**src/rtl/addsub_pkg.sv**
```systemverilog
// Shared constants and state encoding for the bit-serial adder-subtractor.
package addsub_pkg;

    localparam logic OP_ADD = 1'b0;
    localparam logic OP_SUB = 1'b1;

    typedef enum logic [1:0] {
        ST_IDLE = 2'd0,
        ST_RUN  = 2'd1,
        ST_DONE = 2'd2
    } state_t;

endpackage

```
**src/rtl/serial_addsub_ctrl_if.sv**
```systemverilog
// Request/result bundle for serial_addsub_ctrl.
// Optional macro ADDSUB_ZERO_FLAG_EN adds the out_zero result flag.
interface serial_addsub_ctrl_if #(
    parameter int WIDTH = 4
);

    logic             in_start;
    logic             in_op;
    logic [WIDTH-1:0] in_a;
    logic [WIDTH-1:0] in_b;
    logic             out_busy;
    logic             out_done;
    logic [WIDTH-1:0] out_result;
    logic             out_co;
    logic             out_ovf;
`ifdef ADDSUB_ZERO_FLAG_EN
    logic             out_zero;

    modport master (
        output in_start, in_op, in_a, in_b,
        input  out_busy, out_done, out_result, out_co, out_ovf, out_zero
    );

    modport slave (
        input  in_start, in_op, in_a, in_b,
        output out_busy, out_done, out_result, out_co, out_ovf, out_zero
    );
`else
    modport master (
        output in_start, in_op, in_a, in_b,
        input  out_busy, out_done, out_result, out_co, out_ovf
    );

    modport slave (
        input  in_start, in_op, in_a, in_b,
        output out_busy, out_done, out_result, out_co, out_ovf
    );
`endif

endinterface

```
**src/rtl/fa_bit.sv**
```systemverilog
// Combinational 1-bit full adder cell shared by the serial sequencer.
module fa_bit (
    input  logic a,
    input  logic b,
    input  logic ci,
    output logic s,
    output logic co
);

    // Sum and carry of a single bit position.
    always_comb begin
        s  = a ^ b ^ ci;
        co = (a & b) | (ci & (a ^ b));
    end

endmodule

```
**src/rtl/serial_addsub_ctrl.sv**
```systemverilog
// Bit-serial WIDTH-bit add/subtract sequencer around one fa_bit cell, LSB first.
// Optional macro ADDSUB_ZERO_FLAG_EN adds the registered out_zero flag.
module serial_addsub_ctrl
    import addsub_pkg::*;
#(
    parameter int WIDTH = 4
) (
    input  logic                  clk,
    input  logic                  rst,
    serial_addsub_ctrl_if.slave   bus
);

    localparam int              CNT_W = $clog2(WIDTH);
    localparam logic [CNT_W-1:0] LAST = CNT_W'(WIDTH - 1);

    state_t           state_q, state_d;
    logic [WIDTH-1:0] a_q, a_d;
    logic [WIDTH-1:0] b_q, b_d;
    logic             carry_q, carry_d;
    logic [CNT_W-1:0] cnt_q, cnt_d;
    logic [WIDTH-1:0] result_q, result_d;
    logic             co_q, co_d;
    logic             ovf_q, ovf_d;
`ifdef ADDSUB_ZERO_FLAG_EN
    logic             zero_q, zero_d;
`endif

    logic fa_s;
    logic fa_co;

    fa_bit u_fa_bit (
        .a  (a_q[0]),
        .b  (b_q[0]),
        .ci (carry_q),
        .s  (fa_s),
        .co (fa_co)
    );

    // Next-state, operand shifting and result capture.
    always_comb begin
        state_d  = state_q;
        a_d      = a_q;
        b_d      = b_q;
        carry_d  = carry_q;
        cnt_d    = cnt_q;
        result_d = result_q;
        co_d     = co_q;
        ovf_d    = ovf_q;
`ifdef ADDSUB_ZERO_FLAG_EN
        zero_d   = zero_q;
`endif
        case (state_q)
            ST_IDLE: begin
                if (bus.in_start) begin
                    state_d = ST_RUN;
                    a_d     = bus.in_a;
                    b_d     = bus.in_b ^ {WIDTH{bus.in_op}};
                    // The operation is carried forward by the inverted B and
                    // the carry seed, so no separate op register is kept.
                    carry_d = (bus.in_op == OP_SUB);
                    cnt_d   = '0;
                end
            end
            ST_RUN: begin
                // A doubles as the result shadow: each sum bit enters at the
                // MSB as an A bit leaves at the LSB.
                a_d     = {fa_s, a_q[WIDTH-1:1]};
                b_d     = {1'b0, b_q[WIDTH-1:1]};
                carry_d = fa_co;
                cnt_d   = cnt_q + CNT_W'(1);
                if (cnt_q == LAST) begin
                    state_d  = ST_DONE;
                    cnt_d    = '0;
                    result_d = {fa_s, a_q[WIDTH-1:1]};
                    co_d     = fa_co;
                    ovf_d    = carry_q ^ fa_co;
`ifdef ADDSUB_ZERO_FLAG_EN
                    zero_d   = ({fa_s, a_q[WIDTH-1:1]} == '0);
`endif
                end
            end
            ST_DONE: begin
                state_d = ST_IDLE;
            end
            default: begin
                state_d = ST_IDLE;
            end
        endcase
    end

    // State and datapath registers with synchronous reset.
    always_ff @(posedge clk) begin
        if (rst) begin
            state_q  <= ST_IDLE;
            a_q      <= '0;
            b_q      <= '0;
            carry_q  <= 1'b0;
            cnt_q    <= '0;
            result_q <= '0;
            co_q     <= 1'b0;
            ovf_q    <= 1'b0;
`ifdef ADDSUB_ZERO_FLAG_EN
            zero_q   <= 1'b0;
`endif
        end else begin
            state_q  <= state_d;
            a_q      <= a_d;
            b_q      <= b_d;
            carry_q  <= carry_d;
            cnt_q    <= cnt_d;
            result_q <= result_d;
            co_q     <= co_d;
            ovf_q    <= ovf_d;
`ifdef ADDSUB_ZERO_FLAG_EN
            zero_q   <= zero_d;
`endif
        end
    end

    // Status decode and registered result outputs.
    always_comb begin
        bus.out_busy   = (state_q == ST_RUN) || (state_q == ST_DONE);
        bus.out_done   = (state_q == ST_DONE);
        bus.out_result = result_q;
        bus.out_co     = co_q;
        bus.out_ovf    = ovf_q;
`ifdef ADDSUB_ZERO_FLAG_EN
        bus.out_zero   = zero_q;
`endif
    end

endmodule

```
**src/flat_wrapper.sv**
```systemverilog
// flat-port wrapper written by rule: the top's interface ports become plain ports
module serial_addsub_ctrl_flat import addsub_pkg::*;
#(
    parameter int WIDTH = 4
)
  (clk, rst, bus_in_start, bus_in_op, bus_in_a, bus_in_b, bus_out_busy, bus_out_done, bus_out_result, bus_out_co, bus_out_ovf);
  serial_addsub_ctrl_if #(.WIDTH(WIDTH)) bus_i ();
  input  logic clk;
  input  logic rst;
  input wire logic [$bits(bus_i.in_start)-1:0] bus_in_start;
  input wire logic [$bits(bus_i.in_op)-1:0] bus_in_op;
  input wire logic [$bits(bus_i.in_a)-1:0] bus_in_a;
  input wire logic [$bits(bus_i.in_b)-1:0] bus_in_b;
  output wire logic [$bits(bus_i.out_busy)-1:0] bus_out_busy;
  output wire logic [$bits(bus_i.out_done)-1:0] bus_out_done;
  output wire logic [$bits(bus_i.out_result)-1:0] bus_out_result;
  output wire logic [$bits(bus_i.out_co)-1:0] bus_out_co;
  output wire logic [$bits(bus_i.out_ovf)-1:0] bus_out_ovf;
  assign bus_i.in_start = bus_in_start;
  assign bus_i.in_op = bus_in_op;
  assign bus_i.in_a = bus_in_a;
  assign bus_i.in_b = bus_in_b;
  assign bus_out_busy = bus_i.out_busy;
  assign bus_out_done = bus_i.out_done;
  assign bus_out_result = bus_i.out_result;
  assign bus_out_co = bus_i.out_co;
  assign bus_out_ovf = bus_i.out_ovf;
  serial_addsub_ctrl #(.WIDTH(WIDTH)) u_core (.clk(clk), .rst(rst), .bus(bus_i));
endmodule
```
**config.mk**
```make
export PLATFORM = sky130hd
export DESIGN_NAME = serial_addsub_ctrl_flat
export DESIGN_NICKNAME = d
export VERILOG_FILES = /design/src/rtl/addsub_pkg.sv /design/src/rtl/serial_addsub_ctrl_if.sv /design/src/rtl/fa_bit.sv /design/src/rtl/serial_addsub_ctrl.sv /design/src/flat_wrapper.sv
export SDC_FILE = /design/constraint.sdc
export NUM_CORES = 1
export LEC_CHECK = 0
export BUFFER_PORTS_ARGS = -buffer_cell sky130_fd_sc_hd__clkbuf_2
export CAP_MARGIN = 20
export CORE_MARGIN = 5
export CORE_UTILIZATION = 35
export DETAILED_ROUTE_END_ITERATION = 8
export SYNTH_ARGS = -nofsm -noshare
export SYNTH_HDL_FRONTEND = slang
export SYNTH_SLANG_ARGS = --single-unit
```
**constraint.sdc**
```tcl
create_clock -name clk -period 1.4 [get_ports clk]
set_input_delay 0.21 -clock clk [delete_from_list [all_inputs] [get_ports clk]]
set_output_delay 0.21 -clock clk [all_outputs]
set_load 0.03 [all_outputs]
```
Word level (Yosys, flattened, before mapping)
Index checks and enable logic that the tools add are counted.
{"block": "word_totals", "in_bits": 12, "regBits": 19, "wordCells": 39, "out_inout_bits": 8}
{"block": "op_classes", "eq_ne": 5, "bitwise_logic": 7, "mux": 12, "n_addsub": 1, "reduce_logical": 6}
{"operator": "$pmux W4 S2", "n": 2}
{"operator": "$mux W2", "n": 4}
{"operator": "$mux W4", "n": 2}
{"operator": "$pmux W2 S2", "n": 2}
{"operator": "$reduce_and A2 Y1", "n": 3}
{"operator": "$eq A2 B2 Y1 const B", "n": 2}
{"operator": "$xor A4 B4 Y4", "n": 1}
{"operator": "$xor A1 B1 Y1", "n": 3}
{"operator": "$add A2 B1 Y2 const B", "n": 1}
{"operator": "$and A1 B1 Y1", "n": 2}
{"operator": "$eq A2 B1 Y1 const B", "n": 1}
{"operator": "$logic_not A2 Y1", "n": 1}
{"operator": "$ne A2 B1 Y1 const B", "n": 1}
{"operator": "$ne A2 B2 Y1 const B", "n": 1}
{"operator": "$pmux W1 S2", "n": 1}
{"operator": "$reduce_bool A2 Y1", "n": 1}
{"operator": "$logic_or A1 B1 Y1", "n": 1}
{"operator": "$mux W1", "n": 1}
{"operator": "$or A1 B1 Y1", "n": 1}

Longest topological paths before layout
Gate-level depths: netlist of the first run.
{"block": "depth", "depth_word": 4, "ltp_mapped": 7, "depth_no_buf": 5}

Modules after synthesis
Synthesis of the first run repeated with hierarchy kept, for this count alone.
{"block": "unflattened", "cells_unflattened": 103, "area_unflattened_um2": 920.9}
{"module": "serial_addsub_ctrl", "n_inst": 1, "seq_area_each_um2": 380.4, "cells_per_inst": 102, "area_per_inst_um2": 900.9}
{"module": "fa_bit", "n_inst": 1, "seq_area_each_um2": 0.0, "cells_per_inst": 1, "area_per_inst_um2": 20.0}

Least setup slack after synthesis of the first run
OpenSTA, ideal clock, no wires.
{"block": "synth_timing", "path_kind": "register to register", "startpoint": "register u_core.state_q[1]", "endpoint": "register u_core.b_q[0]", "stages_incl_launch_ff": 8, "slack_ns": -0.022, "t_arrival_ns": 1.290, "n_path_buf": 2, "setup_time_ns": 0.132, "synth_period_minus_slack_ns": 1.422, "required_ns": 1.268, "cell_sequence": "dfxtp_1 -> inv_1 -> ha_1 -> buf_2 -> mux2_2 -> buf_4 -> o211ai_1 -> a21oi_1"}
{"block": "synth_via", "elab_chain_len": 3, "word_cells_on_any_way": 6, "classes_between": "2 x eq/ne; 1 x mux; 3 x reduce/logical"}
{"item": "start, declared", "line_no": "serial_addsub_ctrl.sv:16", "source": "state_t state_q, state_d;"}
{"item": "start signal, assigned", "line_no": "serial_addsub_ctrl.sv:106", "source": "state_q <= state_d;"}
{"item": "$eq A2 B1 Y1 or $logic_not A2 Y1 (tied branches)", "line_no": "serial_addsub_ctrl.sv:52", "source": "case (state_q)"}
{"item": "$reduce_bool A2 Y1 (no line) or $ne A2 B2 Y1 (tied branches)"}
{"item": "$reduce_and A2 Y1 (no line)"}
{"item": "end signal, assigned", "line_no": "serial_addsub_ctrl.sv:96", "source": "b_q <= '0;"}
{"item": "end signal, assigned", "line_no": "serial_addsub_ctrl.sv:108", "source": "b_q <= b_d;"}
{"item": "end, declared", "line_no": "serial_addsub_ctrl.sv:18", "source": "logic [WIDTH-1:0] b_q, b_d;"}
Several ways; a longest one is shown, not always the timed one.
A chain may end at the register's enable or synchronous reset.

Worst setup path in the final report of the first run
{"block": "layout_timing", "startpoint": "register u_core.state_q[0]", "endpoint": "output port bus_out_done"}
{"block": "layout_via", "elab_chain_len": 1}
{"item": "$eq A2 B2 Y1", "line_no": "serial_addsub_ctrl.sv:123", "source": "bus.out_done = (state_q == ST_DONE);"}
{"item": "end, declared", "line_no": "flat_wrapper.sv:15", "source": "output wire logic [$bits(bus_i.out_done)-1:0] bus_out_done;"}
No other way between the ends.

==> results.py, run 1 <==
metrics = {
    "outcome": {
        "status": "finished clean",
    },
    "grt": {
        "grt_start_max_net_pins": 20,
        "grt_pass1_vias": 750,
        "grt_pass1_wl_um": 3220,
        "grt_antenna_before_repair": 0,
        "grt_use_total": 0.109,
        "grt_overflow": 0,
    },
    "logic_synthesis": {
        "yosys.area.top_type_share": 0.402,
        "ys_ff_latch": 19,
        "post-synth-top-area-cell": "sky130_fd_sc_hd__dfxtp_1",
        "synthesis.yosys.warnings": 0,
        "synth_seq_area_share": 0.402,
        "postSynthNetCount": 125,
        "ys_top_cells_by_area": "sky130_fd_sc_hd__dfxtp_1 40%, sky130_fd_sc_hd__a21oi_1 7.4%, sky130_fd_sc_hd__mux2i_1 7.4%",
        "ys_types": 27,
        "synth_area_per_cell_um2": 8.85,
        "synth.cell_area_um2": 947,
        "synth_cells": 107,
    },
    "setup_path": {
        "worst_path_largest_cell_delay_ns": 0.38,
        "critical_path.slowest_cell": "sky130_fd_sc_hd__dfxtp_4",
        "critical_path_peak_fanout": 3,
        "critPathTopFamily": "flip-flops",
        "path_cells": "inv_2 > buf_4 > ha_2 > buf_8",
        "worstPathBufferInverterCount": 3,
        "timing.critical_path.from_type": "flop",
        "rr_startpoint": "u_core.state_q[1]$_SDFFE_PP0P_",
        "worst_ep_required_time_ns": 1.19,
        "critPathLaunch": "u_core.state_q[0]$_SDFFE_PP0P_",
        "critical_path_class": "flop to primary output",
        "cp_data_arrival_time_ns": 1.15,
        "worstSetupEndpointType": "primary output",
    },
    "floorplanning": {
        "fp.dieW_um": 62.0,
        "io_pins": 20,
        "floorplan.initialDensity": 0.375,
        "coreArea_um2": 2520,
        "die-area_um2": 3850,
        "fp.dieH_um": 62.0,
        "std_cell_rows": 18,
    },
    "finish": {
        "final_layout_size_suffix_gt1_frac": 0.341,
        "areaGrowthSynthToFinish_pct": 31.6,
        "final-seq-area_um2": 385,
        "insertedDiodeCount": 0,
        "num-fill-cells": 237,
        "multi_input_comb_area_um2": 578,
        "final_nets": 151,
        "layout.core_utilization": 0.494,
    },
    "clocking": {
        "cts_hold_buffers_added": 0,
        "clock_tree.htree_level_count": 1,
        "ctsRootBufferMaster": "sky130_fd_sc_hd__clkbuf_4",
        "cts_tree": "done",
        "clk_pin_slew_worst_paths_ns": 0.11,
        "tritoncts.num_buffers": 3,
        "cts.sink_count": 19,
        "clock_tree.buffer_depth": 2,
        "clk-insertion-delay-late_ns": 0.29,
    },
    "timing": {
        "totalNegativeSetupSlack_ns": 0,
        "final-setup-viol-count": 0,
        "min_tclk_post_route_ns": 1.36,
        "timing.fmax_mhz": 735,
        "timing_max_transition_violations_final": 0,
        "timing.hold.ws_ns": 0.243,
        "worst_tran_pin_value_ns": 0.394,
        "finalClockSkew_ns": 0.00631,
        "report.final.hold_viol_count": 0,
        "rsz0062_at_grt": "true",
        "slew-limit-headroom": 0.737,
        "layout_worst_path_cycle_share": 0.972,
    },
    "hold_path": {
        "type_of_the_tightest_min_delay_check": "primary input to flop",
        "min_from": "bus_in_a[3]",
    },
    "routing": {
        "dr_total_vias": 804,
        "wirelength_um": 1880,
        "detailedRoute.firstIterationViolations": 16,
        "avgViaCountPerCell": 4.96,
        "drt_drc_violations_left": 0,
        "antenna_violating_nets_post_route": 0,
        "wl_per_cell_um": 11.6,
        "drt_first_pass_iters": 4,
    },
    "place": {
        "numPortBuffers": 19,
        "finalWeightedCongestion": 0.718,
        "place_hpwl_um": 1410,
    },
    "power_and_ir_drop": {
        "totalPowerFinal_mw": 1.38,
        "power.ir.vdd_worst_mv": 1.06,
        "power-per-cell-area_nw_per_um2": 1110,
        "p_leak_nw": 0.493,
    },
    "flow_run": {
        "number_of_maximum_capacitance_constraint_violations": 0,
    },
}
==> power by group <==
| part | internal (mW) | total [mW] | switching (mW) | leakage (nW) |
|---|---|---|---|---|
| registers | 0.593 | 0.634 | 0.0414 | 0.156 |
| logic | 0.254 | 0.475 | 0.222 | 0.322 |
| clock network | 0.110 | 0.271 | 0.160 | 0.0150 |
==> registers in the layout, summed over array words and instances, names as in the netlist <==
name,flops
u_core.carry_q,1
u_core.a_q,4
u_core.bus.out_ovf,1
u_core.bus.out_co,1
u_core.bus.out_result,4
u_core.cnt_q,2
u_core.b_q,4
u_core.state_q,2
==> cell type report <==
class | instances | share of cell area
multi-input combinational | 78 | 0.464
tap | 30 | 0.0301
sequential | 19 | 0.309
clock buffer | 4 | 0.0211
timing repair buffer | 29 | 0.168
inverter | 2 | 0.00803
==> metrics by stage <==
stage | worst slack [ns] | std cells | cell area [µm²]
final | 0.0396 | 162 | 1250
after detailed placement | -0.0818 | 157 | 1120
after CTS | -0.00371 | 162 | 1200
after global routing | -0.0117 | 162 | 1250
after global placement | -0.0231 | 157 | 1120
after floorplan | -0.00651 | 107 | 955
==> synth_stat cells (all sizes together) <==
cell and n:
dfxtp 19, a21oi 14, nand2 11, mux2i 7, nor2 7, a211oi 5
buf 5, ha 5, nand3 5, nand2b 4, xor2 4, clkbuf 3
o211ai 3, inv 2, nor2b 2, nor3 2, or3 2, a32oi 1
fa 1, mux2 1, nand3b 1, o21ai 1, or2 1, xnor2 1
==> repair_timing <==
| action | in CTS | in global routing |
|---|---|---|
| resized for setup | 13 | 11 |
| pin swaps | 0 | 5 |
| endpoints found under the setup margin | 13 | 14 |
| buffers inserted | 1 | 0 |
| gates cloned | 0 | 0 |
==> path summary, 6_finish.rpt <==
kind,endpoint,slack [ns],depth (start not counted)
worst min-delay path,u_core.a_q[3]$_SDFFE_PP0P_,0.24,3
worst min register to register,u_core.b_q[2]$_SDFFE_PP0P_,0.46,2
worst max-delay path,bus_out_done,0.04,4
worst max register to register,u_core.cnt_q[0]$_SDFFE_PP0P_,0.06,6
==> layout by cell type, fill, tap and decap left out, types with 2 or more instances in the layout <==
cell type	count
sky130_fd_sc_hd__clkbuf_2	17
sky130_fd_sc_hd__dfxtp_1	17
sky130_fd_sc_hd__a21oi_1	13
sky130_fd_sc_hd__nand2_1	11
sky130_fd_sc_hd__buf_4	8
sky130_fd_sc_hd__nor2_1	7
sky130_fd_sc_hd__mux2i_1	6
sky130_fd_sc_hd__a211oi_1	5
sky130_fd_sc_hd__nand3_1	5
sky130_fd_sc_hd__xor2_1	4
sky130_fd_sc_hd__nand2b_1	3
sky130_fd_sc_hd__o211ai_1	3
sky130_fd_sc_hd__clkbuf_4	3
sky130_fd_sc_hd__nor2b_1	2
sky130_fd_sc_hd__nor3_1	2
sky130_fd_sc_hd__ha_4	2
sky130_fd_sc_hd__ha_1	2
sky130_fd_sc_hd__buf_8	2
==> cells by family (layout without fill, tap and decap cells) <==
kind of cell	after synthesis	in the layout	share of synthesized area
AND/OR/NAND/NOR	35	35	0.176
XOR/XNOR	5	5	0.0462
buffers and inverters	10	35	0.0515
adder cells (fa/ha/maj)	6	6	0.0872
multiplexers	8	8	0.0859
flip-flops	19	19	0.402
AO/OA/AOI/OAI	24	24	0.152
==> metal layers <==
layer  GRT usage  part of all wire
met3      0.0269             0.042
met2       0.179              0.49
met4      0.0273            0.0053
met5           0                 0
met1       0.142              0.46
==> worst register-to-register path, cell delays in order, from the launching register on <==
cell and delay, ns:
sky130_fd_sc_hd__dfxtp_2 0.35, sky130_fd_sc_hd__inv_4 0.08, sky130_fd_sc_hd__ha_4 0.17, sky130_fd_sc_hd__buf_8 0.14
sky130_fd_sc_hd__nand2b_4 0.05, sky130_fd_sc_hd__or3_4 0.36, sky130_fd_sc_hd__a21oi_2 0.13
No activity file was read; power rests on OpenSTA's default activity.
==> run 2: changes to the inputs <==
Settings changed: CORE_UTILIZATION 35 to 38.
==> run 2 against run 1 <==
Against the previous run: sequential power hardly changed; core utilization increased by 2.1 points; critical path depth is 1 higher; non-clock buffer count unchanged; combinational power up 2%; power rose by 0.72%; critical path type is now flop to flop; largest power group unchanged.
==> results.py, run 2 (same netlist as run 1, synthesis figures left out) <==
metrics = {
    "place": {
        "detailed_place.area_um2": 1130,
        "numPortBuffers": 19,
        "finalWeightedCongestion": 0.784,
        "place_hpwl_um": 1450,
    },
    "finish": {
        "multi_input_comb_area_um2": 581,
        "final_nets": 151,
        "areaGrowthSynthToFinish_pct": 32.2,
        "num-fill-cells": 237,
        "final_layout_size_suffix_gt1_frac": 0.333,
        "final-seq-area_um2": 385,
        "layout.cells.most_common_list": "17 x sky130_fd_sc_hd__clkbuf_2, 17 x sky130_fd_sc_hd__dfxtp_1, 14 x sky130_fd_sc_hd__a21oi_1",
        "insertedDiodeCount": 0,
        "postLayoutCellArea_um2": 1250,
    },
    "power_and_ir_drop": {
        "power.ir.vdd_worst_mv": 0.633,
        "totalPowerFinal_mw": 1.39,
        "p_leak_nw": 0.496,
        "power-per-cell-area_nw_per_um2": 1110,
    },
    "clocking": {
        "cts_tree": "done",
        "clk_pin_slew_worst_paths_ns": 0.10,
        "clock_tree.buffer_depth": 2,
        "clock_tree.htree_level_count": 1,
        "clk-insertion-delay-late_ns": 0.29,
        "cts_setup_buffers": 0,
        "tritoncts.num_buffers": 3,
        "cts.sink_count": 19,
        "ctsRootBufferMaster": "sky130_fd_sc_hd__clkbuf_4",
    },
    "timing": {
        "final-setup-viol-count": 0,
        "layout_worst_path_cycle_share": 0.956,
        "timing_max_transition_violations_final": 0,
        "slew-limit-headroom": 0.735,
        "min_tclk_post_route_ns": 1.34,
        "report.final.hold_viol_count": 0,
        "timing.fmax_mhz": 747,
        "rsz0062_at_grt": "false",
        "finalClockSkew_ns": 0.00131,
        "worst_tran_pin_value_ns": 0.397,
    },
    "grt": {
        "grt_overflow": 0,
        "grt_pass1_wl_um": 3360,
        "grt_start_max_net_pins": 20,
        "grt_pass1_vias": 774,
        "grt_use_total": 0.124,
        "grt_antenna_before_repair": 0,
    },
    "routing": {
        "detailedRoute.firstIterationViolations": 23,
        "wl_per_cell_um": 11.8,
        "drt_first_pass_iters": 4,
        "avgViaCountPerCell": 5.01,
        "drt_drc_violations_left": 0,
        "antenna_violating_nets_post_route": 0,
        "dr_total_vias": 811,
        "wirelength_um": 1910,
    },
    "setup_path": {
        "cp_data_arrival_time_ns": 1.57,
        "worstSetupEndpointType": "flop",
        "timing.critical_path.from_type": "flop",
        "critical_path_peak_fanout": 4,
        "critical_path_class": "flop to flop",
        "worst_ep_required_time_ns": 1.63,
    },
    "hold_path": {
        "type_of_the_tightest_min_delay_check": "primary input to flop",
    },
    "floorplanning": {
        "fp.dieH_um": 59.9,
        "io_pins": 20,
        "std_cell_rows": 18,
        "floorplan.initialDensity": 0.389,
        "fp.dieW_um": 59.9,
        "coreArea_um2": 2430,
        "die-area_um2": 3590,
    },
    "outcome": {
        "status": "finished clean",
    },
    "flow_run": {
        "number_of_maximum_capacitance_constraint_violations": 0,
    },
}
-- run 2: layout make-up --
type | count | share of cell area
timing repair buffer | 29 | 0.170
sequential | 19 | 0.308
tap | 30 | 0.0300
inverter | 2 | 0.00799
clock buffer | 4 | 0.0210
multi-input combinational | 78 | 0.464
-- run 2: power breakdown --
part,internal (mW),total [mW],switching [mW]
combinational,0.256,0.484,0.228
clock,0.111,0.274,0.163
sequential,0.593,0.632,0.0390
total,0.960,1.39,0.430
-- run 2: path summary, 6_finish.rpt --
check / cells after the start / from / slack, ns / endpoint
setup / recovery: 5 / u_core.state_q[0]$_SDFFE_PP0P_ / 0.06 / u_core.b_q[3]$_SDFFE_PP0P_
hold / removal: 3 / bus_in_a[3] / 0.22 / u_core.a_q[3]$_SDFFE_PP0P_
setup reg to reg: 5 / u_core.state_q[0]$_SDFFE_PP0P_ / 0.06 / u_core.b_q[3]$_SDFFE_PP0P_
hold reg to reg: 2 / u_core.b_q[3]$_SDFFE_PP0P_ / 0.46 / u_core.b_q[3]$_SDFFE_PP0P_
-- run 2: per-stage QoR --
step,cells,hold WS [ns],TNS (ns),worst slack (ns),utilization
finish,162,0.222,0,0.0621,0.515
floorplan,107,0.399,-0.0194,-0.00651,-
detailed placement,158,0.441,-0.132,-0.0341,0.463
global placement,158,0.435,0,0.00372,0.463
global route,162,0.215,0,0.00262,0.515
CTS,162,0.204,-0.00800,-0.00800,0.489
-- run 2: routing by layer --
metal	vias up	global-route usage	routed length [µm]
li1	418	-	-
met1	370	0.150	860
met2	19	0.202	910
met3	4	0.0475	112
met4	0	0.0380	24
met5	-	0	0
-- run 2: timing repair --
action	4_1_cts	5_1_grt
setup endpoints to repair	12	16
pin swaps	0	1
hold buffers	0	0
gates resized for setup	12	13
-- run 2: worst max-delay path, cell delays in order, from the launching register on --
cell	delay (ns)
sky130_fd_sc_hd__dfxtp_4	0.39
sky130_fd_sc_hd__inv_4	0.05
sky130_fd_sc_hd__ha_4	0.17
sky130_fd_sc_hd__mux2i_4	0.19
sky130_fd_sc_hd__or3_1	0.35
sky130_fd_sc_hd__a21oi_1	0.12
